[config.mk]
export PLATFORM = sky130hd
export DESIGN_NAME = d_sramlike_axi_bridge
export DESIGN_NICKNAME = d
export VERILOG_FILES = /design/src/rtl/d_sramlike_axi_bridge.sv
export SDC_FILE = /design/constraint.sdc
export NUM_CORES = 1
export LEC_CHECK = 0
export ABC_AREA = 1
export BUFFER_PORTS_ARGS = -buffer_cell sky130_fd_sc_hd__buf_2
export CAP_MARGIN = 5
export CORE_MARGIN = 10
export CORE_UTILIZATION = 37
export DETAILED_ROUTE_END_ITERATION = 8
export GPL_ROUTABILITY_DRIVEN = 0
export GPL_TIMING_DRIVEN = 0
export PLACE_DENSITY = 0.82
export SYNTH_ARGS = -nofsm -noshare
export SYNTH_HDL_FRONTEND = slang
export SYNTH_SLANG_ARGS = --single-unit
[constraint.sdc]
create_clock -name clk -period 2.22 [get_ports clk]
set_input_delay 0.444 -clock clk [delete_from_list [all_inputs] [get_ports clk]]
set_output_delay 0.444 -clock clk [all_outputs]
set_load 0.02 [all_outputs]
[src/rtl/d_sramlike_axi_bridge.sv]
// SRAM-like data-cache port to single-beat AXI bridge, one transaction in flight.
// Optional sticky AXI error flag enabled by defining DBRIDGE_ERR_EN.
module d_sramlike_axi_bridge #(
  parameter int unsigned ADDR_WIDTH = 32
) (
  input  logic                  clk,
  input  logic                  rst,
  // Cache side
  input  logic                  cache_data_req,
  input  logic                  cache_data_wr,
  input  logic [1:0]            cache_data_size,
  input  logic [ADDR_WIDTH-1:0] cache_data_addr,
  input  logic [31:0]           cache_data_wdata,
  output logic [31:0]           cache_data_rdata,
  output logic                  cache_data_addr_ok,
  output logic                  cache_data_data_ok,
  // AXI read address
  output logic [ADDR_WIDTH-1:0] araddr,
  output logic [2:0]            arsize,
  output logic                  arvalid,
  input  logic                  arready,
  // AXI read data
  input  logic [31:0]           rdata,
  input  logic [1:0]            rresp,
  input  logic                  rvalid,
  output logic                  rready,
  // AXI write address
  output logic [ADDR_WIDTH-1:0] awaddr,
  output logic [2:0]            awsize,
  output logic                  awvalid,
  input  logic                  awready,
  // AXI write data
  output logic [31:0]           wdata,
  output logic [3:0]            wstrb,
  output logic                  wvalid,
  input  logic                  wready,
  // AXI write response
  input  logic [1:0]            bresp,
  input  logic                  bvalid,
  output logic                  bready,
  output logic                  bus_err
);

  typedef enum logic [2:0] {
    StIdle,
    StRaddr,
    StRdata,
    StWaddr,
    StWresp
  } state_e;

  state_e                  state_q;
  logic [1:0]              req_size_q;
  logic [ADDR_WIDTH-1:0]   req_addr_q;
  logic [31:0]             req_wdata_q;
  logic                    arvalid_q;
  logic                    rready_q;
  logic                    awvalid_q;
  logic                    wvalid_q;
  logic                    bready_q;

  logic                    r_done;
  logic                    b_done;
  logic                    aw_fin;
  logic                    w_fin;

  assign r_done = (state_q == StRdata) && rvalid && rready_q;
  assign b_done = (state_q == StWresp) && bvalid && bready_q;

  // A channel is finished once its valid has dropped or is handshaking this cycle.
  assign aw_fin = !awvalid_q || awready;
  assign w_fin  = !wvalid_q || wready;

  always_ff @(posedge clk or posedge rst) begin
    if (rst) begin
      state_q     <= StIdle;
      req_size_q  <= 2'b00;
      req_addr_q  <= '0;
      req_wdata_q <= 32'h0;
      arvalid_q   <= 1'b0;
      rready_q    <= 1'b0;
      awvalid_q   <= 1'b0;
      wvalid_q    <= 1'b0;
      bready_q    <= 1'b0;
    end else begin
      unique case (state_q)
        StIdle: begin
          if (cache_data_req) begin
            req_size_q  <= cache_data_size;
            req_addr_q  <= cache_data_addr;
            req_wdata_q <= cache_data_wdata;
            if (cache_data_wr) begin
              awvalid_q <= 1'b1;
              wvalid_q  <= 1'b1;
              state_q   <= StWaddr;
            end else begin
              arvalid_q <= 1'b1;
              state_q   <= StRaddr;
            end
          end
        end
        StRaddr: begin
          if (arready) begin
            arvalid_q <= 1'b0;
            rready_q  <= 1'b1;
            state_q   <= StRdata;
          end
        end
        StRdata: begin
          if (rvalid) begin
            rready_q <= 1'b0;
            state_q  <= StIdle;
          end
        end
        StWaddr: begin
          if (awready) awvalid_q <= 1'b0;
          if (wready)  wvalid_q  <= 1'b0;
          if (aw_fin && w_fin) begin
            bready_q <= 1'b1;
            state_q  <= StWresp;
          end
        end
        StWresp: begin
          if (bvalid) begin
            bready_q <= 1'b0;
            state_q  <= StIdle;
          end
        end
        default: state_q <= StIdle;
      endcase
    end
  end

  // Byte lanes follow the low address bits of the latched request.
  always_comb begin
    wstrb = 4'b1111;
    case (req_size_q)
      2'd0:    wstrb = 4'b0001 << req_addr_q[1:0];
      2'd1:    wstrb = req_addr_q[1] ? 4'b1100 : 4'b0011;
      default: wstrb = 4'b1111;
    endcase
  end

  assign cache_data_addr_ok = !rst && (state_q == StIdle) && cache_data_req;
  assign cache_data_data_ok = r_done || b_done;
  assign cache_data_rdata   = r_done ? rdata : 32'h0;

  assign araddr  = req_addr_q;
  assign arsize  = {1'b0, req_size_q};
  assign arvalid = arvalid_q;
  assign rready  = rready_q;
  assign awaddr  = req_addr_q;
  assign awsize  = {1'b0, req_size_q};
  assign awvalid = awvalid_q;
  assign wdata   = req_wdata_q;
  assign wvalid  = wvalid_q;
  assign bready  = bready_q;

`ifdef DBRIDGE_ERR_EN
  logic bus_err_q;

  always_ff @(posedge clk or posedge rst) begin
    if (rst) begin
      bus_err_q <= 1'b0;
    end else if ((r_done && (rresp != 2'b00)) || (b_done && (bresp != 2'b00))) begin
      bus_err_q <= 1'b1;
    end
  end

  assign bus_err = bus_err_q;
`else
  logic unused_resp;

  assign unused_resp = ^{rresp, bresp};
  assign bus_err     = 1'b0;
`endif

endmodule

-- Word level (Yosys, flattened, before mapping)
Index checks and enable logic that the tools add are counted.
- equal/unequal tests: 14
- shift operators: 1
- muxes and demuxes: 26
- reductions and logical operators: 26
- operators with widths (kind ; count):
    $mux W32 ; 1
    $ne A2 B2 Y1 const B ; 9
    $mux W3 ; 5
    $pmux W3 S5 ; 1
    $reduce_and A4 Y1 ; 3
    $mux W1 ; 11
    $pmux W1 S2 ; 5
    $pmux W4 S2 ; 1
    $reduce_bool A2 Y1 ; 4
    $logic_and A1 B1 Y1 ; 7
    $eq A3 B2 Y1 const B ; 2
    $reduce_and A3 Y1 ; 2
    $reduce_and A5 Y1 ; 1
    $mux W4 ; 1
    $shl A1 B2 Y4 const A ; 1
    $eq A3 B1 Y1 const B ; 1
    $eq A3 B3 Y1 const B ; 1
    $logic_not A1 Y1 ; 3
    $logic_not A3 Y1 ; 1
    $logic_or A1 B1 Y1 ; 3
    $eq A2 B1 Y1 const B ; 1
    $logic_not A2 Y1 ; 1
    $mux W2 ; 1
    $reduce_and A2 Y1 ; 1
- register bits: 74
- output and inout port bits: 146
- word-level logic and storage cells: 76

-- Logic depth before layout (Yosys ltp)
Gate-level depths: netlist of run 1.
- word-level depth: 5
- mapped depth: 9

-- Least setup slack after synthesis of run 1
No wires, ideal clock.
- path kind: reg-to-output
- start point: register state_q[2]
- end point: output port cache_data_addr_ok
- arrival time: 1.393 ns
- required time: 1.776 ns
- path slack: 0.383 ns
- stages on the path, launching flop included: 8
- buffers on the path: 2
- cells stage by stage: dfrtp_1 nor2_4 nand2_2 nor2_4 inv_2 buf_6 buf_6 nor2_1
- longest elaborated chain between the ends: 3
- ends and longest elaborated chain (element ; line ; RTL):
    start: declaration ; 52 ; state_e state_q;
    start signal: assignment ; 76 ; state_q <= StIdle;
    start signal: assignment ; 95 ; state_q <= StWaddr;
    start signal: assignment ; 98 ; state_q <= StRaddr;
    $logic_not A3 Y1 ; 144 ; assign cache_data_addr_ok = !rst && (state_q == StIdle) && cache_data_req;
    $logic_and A1 B1 Y1 (2 in a row) ; 144 ;
    end: declaration ; 15 ; output logic cache_data_addr_ok,
No other way between the ends.

-- Final worst setup path of run 1
- start point: register state_q[1]
- end point: output port cache_data_rdata[13]
- longest elaborated chain between the ends: 4
- ends and longest elaborated chain (element ; line ; RTL):
    $eq A3 B2 Y1 ; 67 ; assign r_done = (state_q == StRdata) && rvalid && rready_q;
    $logic_and A1 B1 Y1 (2 in a row) ; 67 ;
    $mux W32 ; 146 ; assign cache_data_rdata = r_done ? rdata : 32'h0;
    end: declaration ; 14 ; output logic [31:0] cache_data_rdata,
No other way between the ends.

==> metrics, run 1 <==
CTS buffer count 9; Worst Clk Skew 0.0102 ns; die area 13800 sq um; status completed; Die Y 118 um; row count 35; Max VDD drop 0.000736 V; post-synth top area share 52.5%; 1st-pass router iterations 4; setup TNS 0 ns; worst-margin pin slew 0.808 ns; worst path bufs/invs 3; global route hottest layer met2; Synth Warn # 0; Final setup viols 0; WL per Instance 14.9 um; post-synth cell types 21; Max Buffers Root-to-Sink 2; # fillers 895; Pwr Total 8.11 mW; final std cells w/o fill 852; routing usage on met2 32.4%; drc violations 0; Crit Path Class reg2out; initial core utilization 38.0%; Fin. Hold Viols 0; I/O Buffers 249; CP Data Arrival Time 1.65 ns; Avg Cell Area, Syn 7.81 sq um; most used cell, CP buf_4; adder-cell area share of the yosys netlist 0%; # diodes 0; global-route wire length before repair 19.9 mm; CTS tree yes; CP required 1.78 ns; Crit. End Element output pin; Fmax achieved 478 MHz; largest stage delay on the critical path 0.39 ns; worst-path cell chain buf_4 > nand3_1 > nor2_2 > nand2_2 > buf_4 > nor2_1 > buf_2; die width 118 um; compound-cell area share of the yosys netlist 2.41%; FF+latch count, synth 74; Synth Instances 452; CP Launch Type register; sequential area share after synthesis 52.5%; final core occ 56.6%; crit path max-delay cell type dfrtp_2; total wire length 12.7 mm; Pwr per Cell Area 1540 nW/um^2; Core Box Area 9280 sq um; HPWL after DPL 10.5 mm; number of H-tree levels 3; Area contributors post-synth dfrtp_1 52%, nand2_1 22%, buf_4 8.1%; io pins 257; GR Util met3 6.62%; root buffer cell clkbuf_8; Hold Buf Count CTS 0; xor and xnor area share after synthesis 0%; CP delay by family, top buffers and inverters; Iter 0 DRT Violations 141; nets 829; worst skew pair latency 0.33 ns; DR vias 3580; largest net degree at the start of global routing 40; share of cells above drive strength 1 45.9%; P_leak 3.38 nW; M1 GR Usage 18.1%; DP Area 4970 sq um; Slew Limit Fails 0; area of the multi-input gates 1120 sq um; post-route design area 5250 sq um; placed cell count 833; Max-slew headroom 46.0%; global route overflow 0; Max-cap violations 0; ANT nets after route 0; area delta synth->final 48.8%; clock transition at the registers of the reported paths 0.07 ns; mux cell area share after synthesis 0%; main combinational cell family by area after synthesis simple AND/OR/NAND/NOR gates; clock sink count 74; worst-path fanout max 10; HP Class in2async; Final period util 94.3%; Mapped Area 3530 sq um; most frequent cells in the layout 245 x buf_2, 206 x nand2_1, 71 x dfrtp_1; vias in the first global route 3642; minimum clock period after layout 2.09 ns; total track usage 17.5%; vias per inst 4.20; top cell type by total area after synthesis dfrtp_1; Register Area 1860 sq um; Synth Area in Simple Gates 28.5%; initial antenna violation count 0; commonest non-fill, non-tap cell in the layout buf_2
-- registers in the layout, indices dropped and copies added, names as in the netlist --
| name | count |
|---|---|
| req_size_q | 2 |
| state_q | 3 |
| wvalid | 1 |
| arvalid | 1 |
| rready | 1 |
| araddr | 32 |
| bready | 1 |
| awvalid | 1 |
| wdata | 32 |
-- path summary, 6_finish.rpt --
kind	from	to	slack, ns	depth (start not counted)
worst max-delay path	state_q[1]	cache_data_rdata[13]	0.13	7
max in group asynchronous	rst	wdata[10]	1.32	3
worst min-delay path	rst	rready	0.27	2
worst max register to register	state_q[2]	wvalid	0.65	7
min in group clk	cache_data_addr[21]	araddr[21]	0.30	3
worst min register to register	wdata[0]	wdata[0]	0.47	2
-- synthesized netlist by cell type --
| library cell | count |
|---|---|
| dfrtp_1 | 74 |
| o21ai_0 | 8 |
| nand3_1 | 6 |
| buf_2 | 9 |
| buf_6 | 6 |
| nand2_2 | 1 |
| o22ai_1 | 1 |
| clkbuf_1 | 1 |
| o21ai_1 | 2 |
| conb_1 | 1 |
| buf_4 | 38 |
| nor2_1 | 42 |
| nand4_1 | 1 |
| a21boi_0 | 1 |
| inv_2 | 1 |
| inv_1 | 47 |
| a31oi_1 | 1 |
| nand3b_1 | 1 |
| a22oi_1 | 2 |
| nand2_1 | 207 |
| nor2_4 | 2 |
-- repair_timing --
| item | CTS | global route |
|---|---|---|
| endpoints found under the setup margin | 9 | 31 |
| pin swaps | 2 | 2 |
| buffers inserted | 3 | 1 |
| resized for setup | 6 | 22 |
-- through the flow --
step | hold WS, ns | setup slack [ns]
after floorplan | 0.551 | 0.383
after global placement | 0.449 | 0.183
after detailed placement | 0.454 | 0.170
after CTS | 0.278 | 0.00359
after global routing | 0.293 | -0.00784
final | 0.269 | 0.127
-- where the power goes --
| group | switching, mW | leakage, nW | internal, mW |
|---|---|---|---|
| Sequential | 0.453 | 0.907 | 2.00 |
| Combinational | 2.87 | 2.36 | 1.67 |
| Clock | 0.488 | 0.107 | 0.633 |
-- cell families after synthesis --
kind of cell           count (synthesis)
DFF                                   74
other                                  1
buffers and inverters                102
and+or+nand+nor                      260
AOI/OAI and AO/OA                     15
-- cell type report --
cell class / instances / share of cell area [%]
sequential: 74 / 35.3
timing repair buffer: 254 / 25.1
multi-input combinational: 278 / 21.2
buffer: 53 / 7.57
inverter: 48 / 3.64
tap: 129 / 3.07
clock buffer: 11 / 2.50
clock inverter: 5 / 1.50
-- per-layer routing --
| layer | share of wire, % | vias to the layer above |
|---|---|---|
| met5 | 0 | - |
| met4 | 1.3 | 0 |
| met3 | 8.6 | 10 |
| met2 | 52 | 144 |
| met1 | 38 | 1607 |
| li1 | - | 1819 |
Power figures use the tool's default switching activity.
==> run 2, diff against run 1 <==
--- a/config.mk
+++ b/config.mk
@@ -6,13 +6,12 @@
 export NUM_CORES = 1
 export LEC_CHECK = 0
 export ABC_AREA = 1
-export BUFFER_PORTS_ARGS = -buffer_cell sky130_fd_sc_hd__buf_2
+export BUFFER_PORTS_ARGS = -buffer_cell sky130_fd_sc_hd__clkbuf_2
 export CAP_MARGIN = 5
 export CORE_MARGIN = 10
 export CORE_UTILIZATION = 37
 export DETAILED_ROUTE_END_ITERATION = 8
 export GPL_ROUTABILITY_DRIVEN = 0
-export GPL_TIMING_DRIVEN = 0
 export PLACE_DENSITY = 0.82
 export SYNTH_ARGS = -nofsm -noshare
 export SYNTH_HDL_FRONTEND = slang
==> metrics, run 2 (synthesis results as in run 1) <==
status completed; drc violations 0 (unchanged); Max Buffers Root-to-Sink 2 (unchanged); r2r setup slk 0.53 ns (-0.12 ns); worst-path fanout max 33 (+23); WL per Instance 14.7 um (-1.3%); M1 GR Usage 17.2% (-0.91 points); routing usage on met2 29.4% (-2.9 points); clock sink count 74 (unchanged); total wire length 11.8 mm (-7.2%); global route overflow 0 (unchanged); CP required 1.78 ns (about the same); Worst Slack Setup Final 0.141 ns (+0.0138 ns); largest stage delay on the critical path 0.43 ns (+0.04 ns); Die Y 118 um (unchanged); die width 118 um (unchanged); share of cells above drive strength 1 41.2% (-4.7 points); commonest non-fill, non-tap cell in the layout clkbuf_2; area delta synth->final 37.6%; Pwr per Cell Area 1550 nW/um^2 (+0.60%); most frequent cells in the layout 235 x clkbuf_2, 207 x nand2_1, 74 x dfrtp_1; row count 35 (unchanged); worst-margin pin slew 0.663 ns (-0.145 ns); post-CTS setup buffers 0 (-3); minimum clock period after layout 2.08 ns (-0.0138 ns); HPWL after DPL 9.57 mm (-8.4%); root buffer cell clkbuf_8; Crit. End Element output pin; worst reg2reg path depth 6 (-1); vias in the first global route 3394 (-6.8%); # diodes 0 (unchanged); HP Class in2reg; Slew Limit Fails 0 (unchanged); Final setup viols 0 (unchanged); Fmax achieved 481 MHz (+0.67%); worst-path cell chain inv_2 > nand3_1 > nor2_2 > nand2_1 > buf_6 > nor2_1 > clkbuf_2; nets 778 (-6.2%); crit path max-delay cell type dfrtp_1; vias per inst 4.27 (+1.6%); P_leak 3.13 nW (-7.4%); Crit Path Class reg2out; initial antenna violation count 0 (unchanged); reg-to-reg endpoint wvalid; Worst Clk Skew 0.00680 ns (-0.00337 ns); Max-cap violations 0 (unchanged); CP Data Arrival Time 1.63 ns (-0.02 ns); GR Util met3 7.05% (+0.43 points); CTS tree yes; I/O Buffers 249 (unchanged); CP Launch Type register; Final period util 93.6% (-0.62 points); global-route wire length before repair 18.6 mm (-6.6%); CTS buffer count 9 (unchanged); crit path to cache_data_rdata[8]; pre-CTS setup slack 0.390 ns (+0.220 ns); # fillers 919 (+2.7%); RSZ-0062 raised after global routing false; io pins 257 (unchanged); Iter 0 DRT Violations 129 (-8.5%); Fin. Hold Viols 0 (unchanged); global route hottest layer met2; DR vias 3419 (-4.5%); 1st-pass router iterations 5 (+1); post-route design area 4860 sq um (-7.5%); worst skew pair latency 0.34 ns (about the same); ANT nets after route 0 (unchanged); largest net degree at the start of global routing 65 (+63%); total track usage 16.4% (-1.1 points); die area 13800 sq um (unchanged); setup TNS 0 ns (unchanged); initial core utilization 38.0% (unchanged); worst r2r src state_q[2]; Max VDD drop 0.000651 V (-12%); clock transition at the registers of the reported paths 0.08 ns (about the same); number of H-tree levels 3 (unchanged); DP Area 4600 sq um (-7.3%); Core Box Area 9280 sq um (unchanged); worst setup path startpoint state_q[0]; Max-slew headroom 55.8% (+9.8 points)
run 2: cell count changes in the layout (fill, tap and decap cells not counted), sizes merged:
| cell | delta |
|---|---|
| buf | -286 |
| clkbuf | +235 |
| clkinv | -1 |
| dlygate4sd3 | +1 |
run 2: cell type report:
cell class | instances | area, sq um | share of cell area (%)
sequential | 74 | 1850 | 38.1
tap | 129 | 161 | 3.32
multi-input combinational | 278 | 1110 | 22.8
inverter | 48 | 184 | 3.79
timing repair buffer | 256 | 1330 | 27.3
clock inverter | 4 | 73.8 | 1.52
clock buffer | 12 | 155 | 3.19
run 2: per-layer routing:
metal  share of wire (%)  up-vias
li1                    -     1726
met1                  37     1519
met2                  52      160
met3                 9.5       14
met4                 1.2        0
met5                   0        -
run 2: how the worst min path moves through the flow:
| stage | to | cells past startpoint | from | slack [ns] |
|---|---|---|---|---|
| after global placement | araddr[5] | 2 | rst | 0.34 |
| final | wdata[25] | 3 | cache_data_wdata[25] | 0.30 |
| after detailed placement | araddr[4] | 2 | rst | 0.35 |
| after floorplan | awvalid | 1 | awready | 0.55 |
| after CTS | araddr[24] | 3 | cache_data_addr[24] | 0.28 |
| after global routing | araddr[26] | 3 | cache_data_addr[26] | 0.28 |
run 2: repair_timing:
item / 4_1_cts / 5_1_grt
setup endpoints to repair: 0 / 33
endpoints found under the hold margin: 2 / 0
hold buffers: 1 / 0
resized for setup: 0 / 20
run 2: through the flow:
stage               hold WS (ns)  util, %  power [mW]  std cells
finish                     0.300     52.3        7.54        801
detailed placement         0.345     49.6        6.45        784
floorplan                  0.551        -        5.35        454
CTS                        0.279     52.2        7.66        801
global route               0.279     52.3        8.12        801
global placement           0.343     49.6        6.36        784
run 2: report_power, final:
| group | internal (mW) | switching [mW] | total [mW] |
|---|---|---|---|
| sequential | 1.99 | 0.471 | 2.46 |
| combinational | 1.17 | 2.72 | 3.90 |
| clock | 0.696 | 0.490 | 1.19 |
run 2: critical path, delay by kind of cell (launching register included):
kind / cells / cell delay (ns)
buffers and inverters: 3 / 0.49
DFF: 1 / 0.43
and+or+nand+nor: 4 / 0.39
==> run 3, diff against run 2 <==
--- a/config.mk
+++ b/config.mk
@@ -12,7 +12,7 @@
 export CORE_UTILIZATION = 37
 export DETAILED_ROUTE_END_ITERATION = 8
 export GPL_ROUTABILITY_DRIVEN = 0
-export PLACE_DENSITY = 0.82
+export PLACE_DENSITY_LB_ADDON = 0.25
 export SYNTH_ARGS = -nofsm -noshare
 export SYNTH_HDL_FRONTEND = slang
 export SYNTH_SLANG_ARGS = --single-unit
==> metrics, run 3 (synthesis results as in run 1) <==
die width 118 um (unchanged); CTS buffer count 9 (unchanged); Max-slew headroom 64.9% (+9.1 points); global-route wire length before repair 18.6 mm (+0.26%); most frequent cells in the layout 242 x clkbuf_2, 207 x nand2_1, 73 x dfrtp_1; initial antenna violation count 0 (unchanged); P_leak 3.10 nW (-0.74%); largest stage delay on the critical path 0.43 ns (about the same); CP required 1.78 ns (about the same); CP Data Arrival Time 1.64 ns (about the same); Final period util 93.7% (about the same); WHS 0.214 ns (-0.0862 ns); # fillers 937 (+2.0%); largest net degree at the start of global routing 43 (-34%); CP Launch Type register; nets 778 (unchanged); RSZ-0062 raised after global routing false; # diodes 0 (unchanged); worst-path fanout max 33 (unchanged); Fin. Hold Viols 0 (unchanged); Iter 0 DRT Violations 133 (+3.1%); ANT nets after route 0 (unchanged); vias per inst 4.25 (-0.52%); worst skew pair latency 0.34 ns (about the same); clock transition at the registers of the reported paths 0.09 ns (about the same); commonest non-fill, non-tap cell in the layout clkbuf_2; total wire length 11.5 mm (-2.8%); minimum clock period after layout 2.08 ns (+0.00126 ns); worst-path cell chain inv_2 > nand3_1 > nor2_2 > nand2_1 > buf_6 > nor2_1 > clkbuf_2; Max VDD drop 0.000684 V (+5.1%); HP Class in2async; Core Box Area 9280 sq um (unchanged); row count 35 (unchanged); total track usage 16.3% (-0.14 points); final core occ 52.0% (-0.32 points); die area 13800 sq um (unchanged); Max-cap violations 0 (unchanged); WL per Instance 14.3 um (-2.7%); worst-margin pin slew 0.527 ns (-0.137 ns); clock sink count 74 (unchanged); io pins 257 (unchanged); HPWL after DPL 9.34 mm (-2.4%); 1st-pass router iterations 4 (-1); Pwr Total 7.48 mW (-0.88%); number of H-tree levels 3 (unchanged); Max Buffers Root-to-Sink 2 (unchanged); drc violations 0 (unchanged); share of cells above drive strength 1 41.4% (+0.21 points); initial core utilization 38.0% (unchanged); final std cells w/o fill 800 (-0.12%); crit path max-delay cell type dfrtp_1; vias in the first global route 3528 (+3.9%); Crit. End Element output pin; Crit Path Class reg2out; area delta synth->final 36.8%; Worst Clk Skew 0.0173 ns (+0.0105 ns); status completed; setup TNS 0 ns (unchanged); Final setup viols 0 (unchanged); placed cell count 785 (+0.13%); Slew Limit Fails 0 (unchanged); root buffer cell clkbuf_8; global route overflow 0 (unchanged); Fmax achieved 481 MHz (about the same); CTS tree yes; Die Y 118 um (unchanged); Pwr per Cell Area 1550 nW/um^2 (-0.26%); I/O Buffers 249 (unchanged); DR vias 3397 (-0.64%); worst reg2reg path depth 6 (unchanged)
==> run 3: cell types whose count changed in the layout (fill, tap and decap cells not counted), sizes merged <==
cell         previous run  this run
clkinvlp                1         2
buf                    20        14
clkinv                  2         1
clkbuf                247       253
dlygate4sd3             1         0
==> run 3: metal layers <==
layer	routed length, um	track usage [%]
met2	5680	28.2
met1	4400	16.9
met5	0	0
met3	1260	8.44
met4	134	4.10
==> run 3: power by group <==
| part | switching [mW] | leakage, nW | internal [mW] | total [mW] |
|---|---|---|---|---|
| registers | 0.475 | 0.910 | 1.99 | 2.47 |
| logic | 2.69 | 2.09 | 1.17 | 3.86 |
| clock network | 0.490 | 0.106 | 0.661 | 1.15 |
| total | 3.65 | 3.10 | 3.83 | 7.48 |
==> run 3: worst paths after layout <==
| kind | to | slack (ns) | startpoint |
|---|---|---|---|
| setup / recovery | cache_data_rdata[24] | 0.14 | state_q[0] |
| hold / removal | araddr[20] | 0.21 | rst |
| setup reg to reg | wvalid | 0.58 | state_q[1] |
| hold reg to reg | wdata[28] | 0.47 | wdata[28] |
| max in group asynchronous | wdata[7] | 1.59 | rst |
| min in group clk | araddr[27] | 0.29 | cache_data_addr[27] |
==> run 3: cell type report <==
cell class	count	area, sq um	share of cell area [%]
flip-flops and latches	74	1850	38.4
well taps	129	161	3.34
inverters	48	184	3.81
clock buffers	11	141	2.93
repair buffers	256	1310	27.0
clock inverters	4	76.3	1.58
multi-input cells	278	1110	22.9
==> run 3: what timing repair did <==
| item | in CTS | in global routing |
|---|---|---|
| hold buffers | 0 | 0 |
| resized for setup | 0 | 12 |
| endpoints found under the hold margin | 0 | 0 |
| buffers inserted | 0 | 0 |
| endpoints found under the setup margin | 0 | 33 |
==> run 3: stage by stage <==
| step | cell area (sq um) | worst slack, ns |
|---|---|---|
| floorplan | 3540 | 0.383 |
| global placement | 4600 | 0.413 |
| detailed placement | 4600 | 0.388 |
| CTS | 4820 | 0.00768 |
| global route | 4830 | 0.000260 |
| finish | 4830 | 0.140 |
==> run 3: worst max-delay path, delay by kind of cell, from the launching register on <==
| kind | cells | cell delay (ns) |
|---|---|---|
| buf+inv | 3 | 0.49 |
| flops | 1 | 0.43 |
| simple gates | 4 | 0.39 |
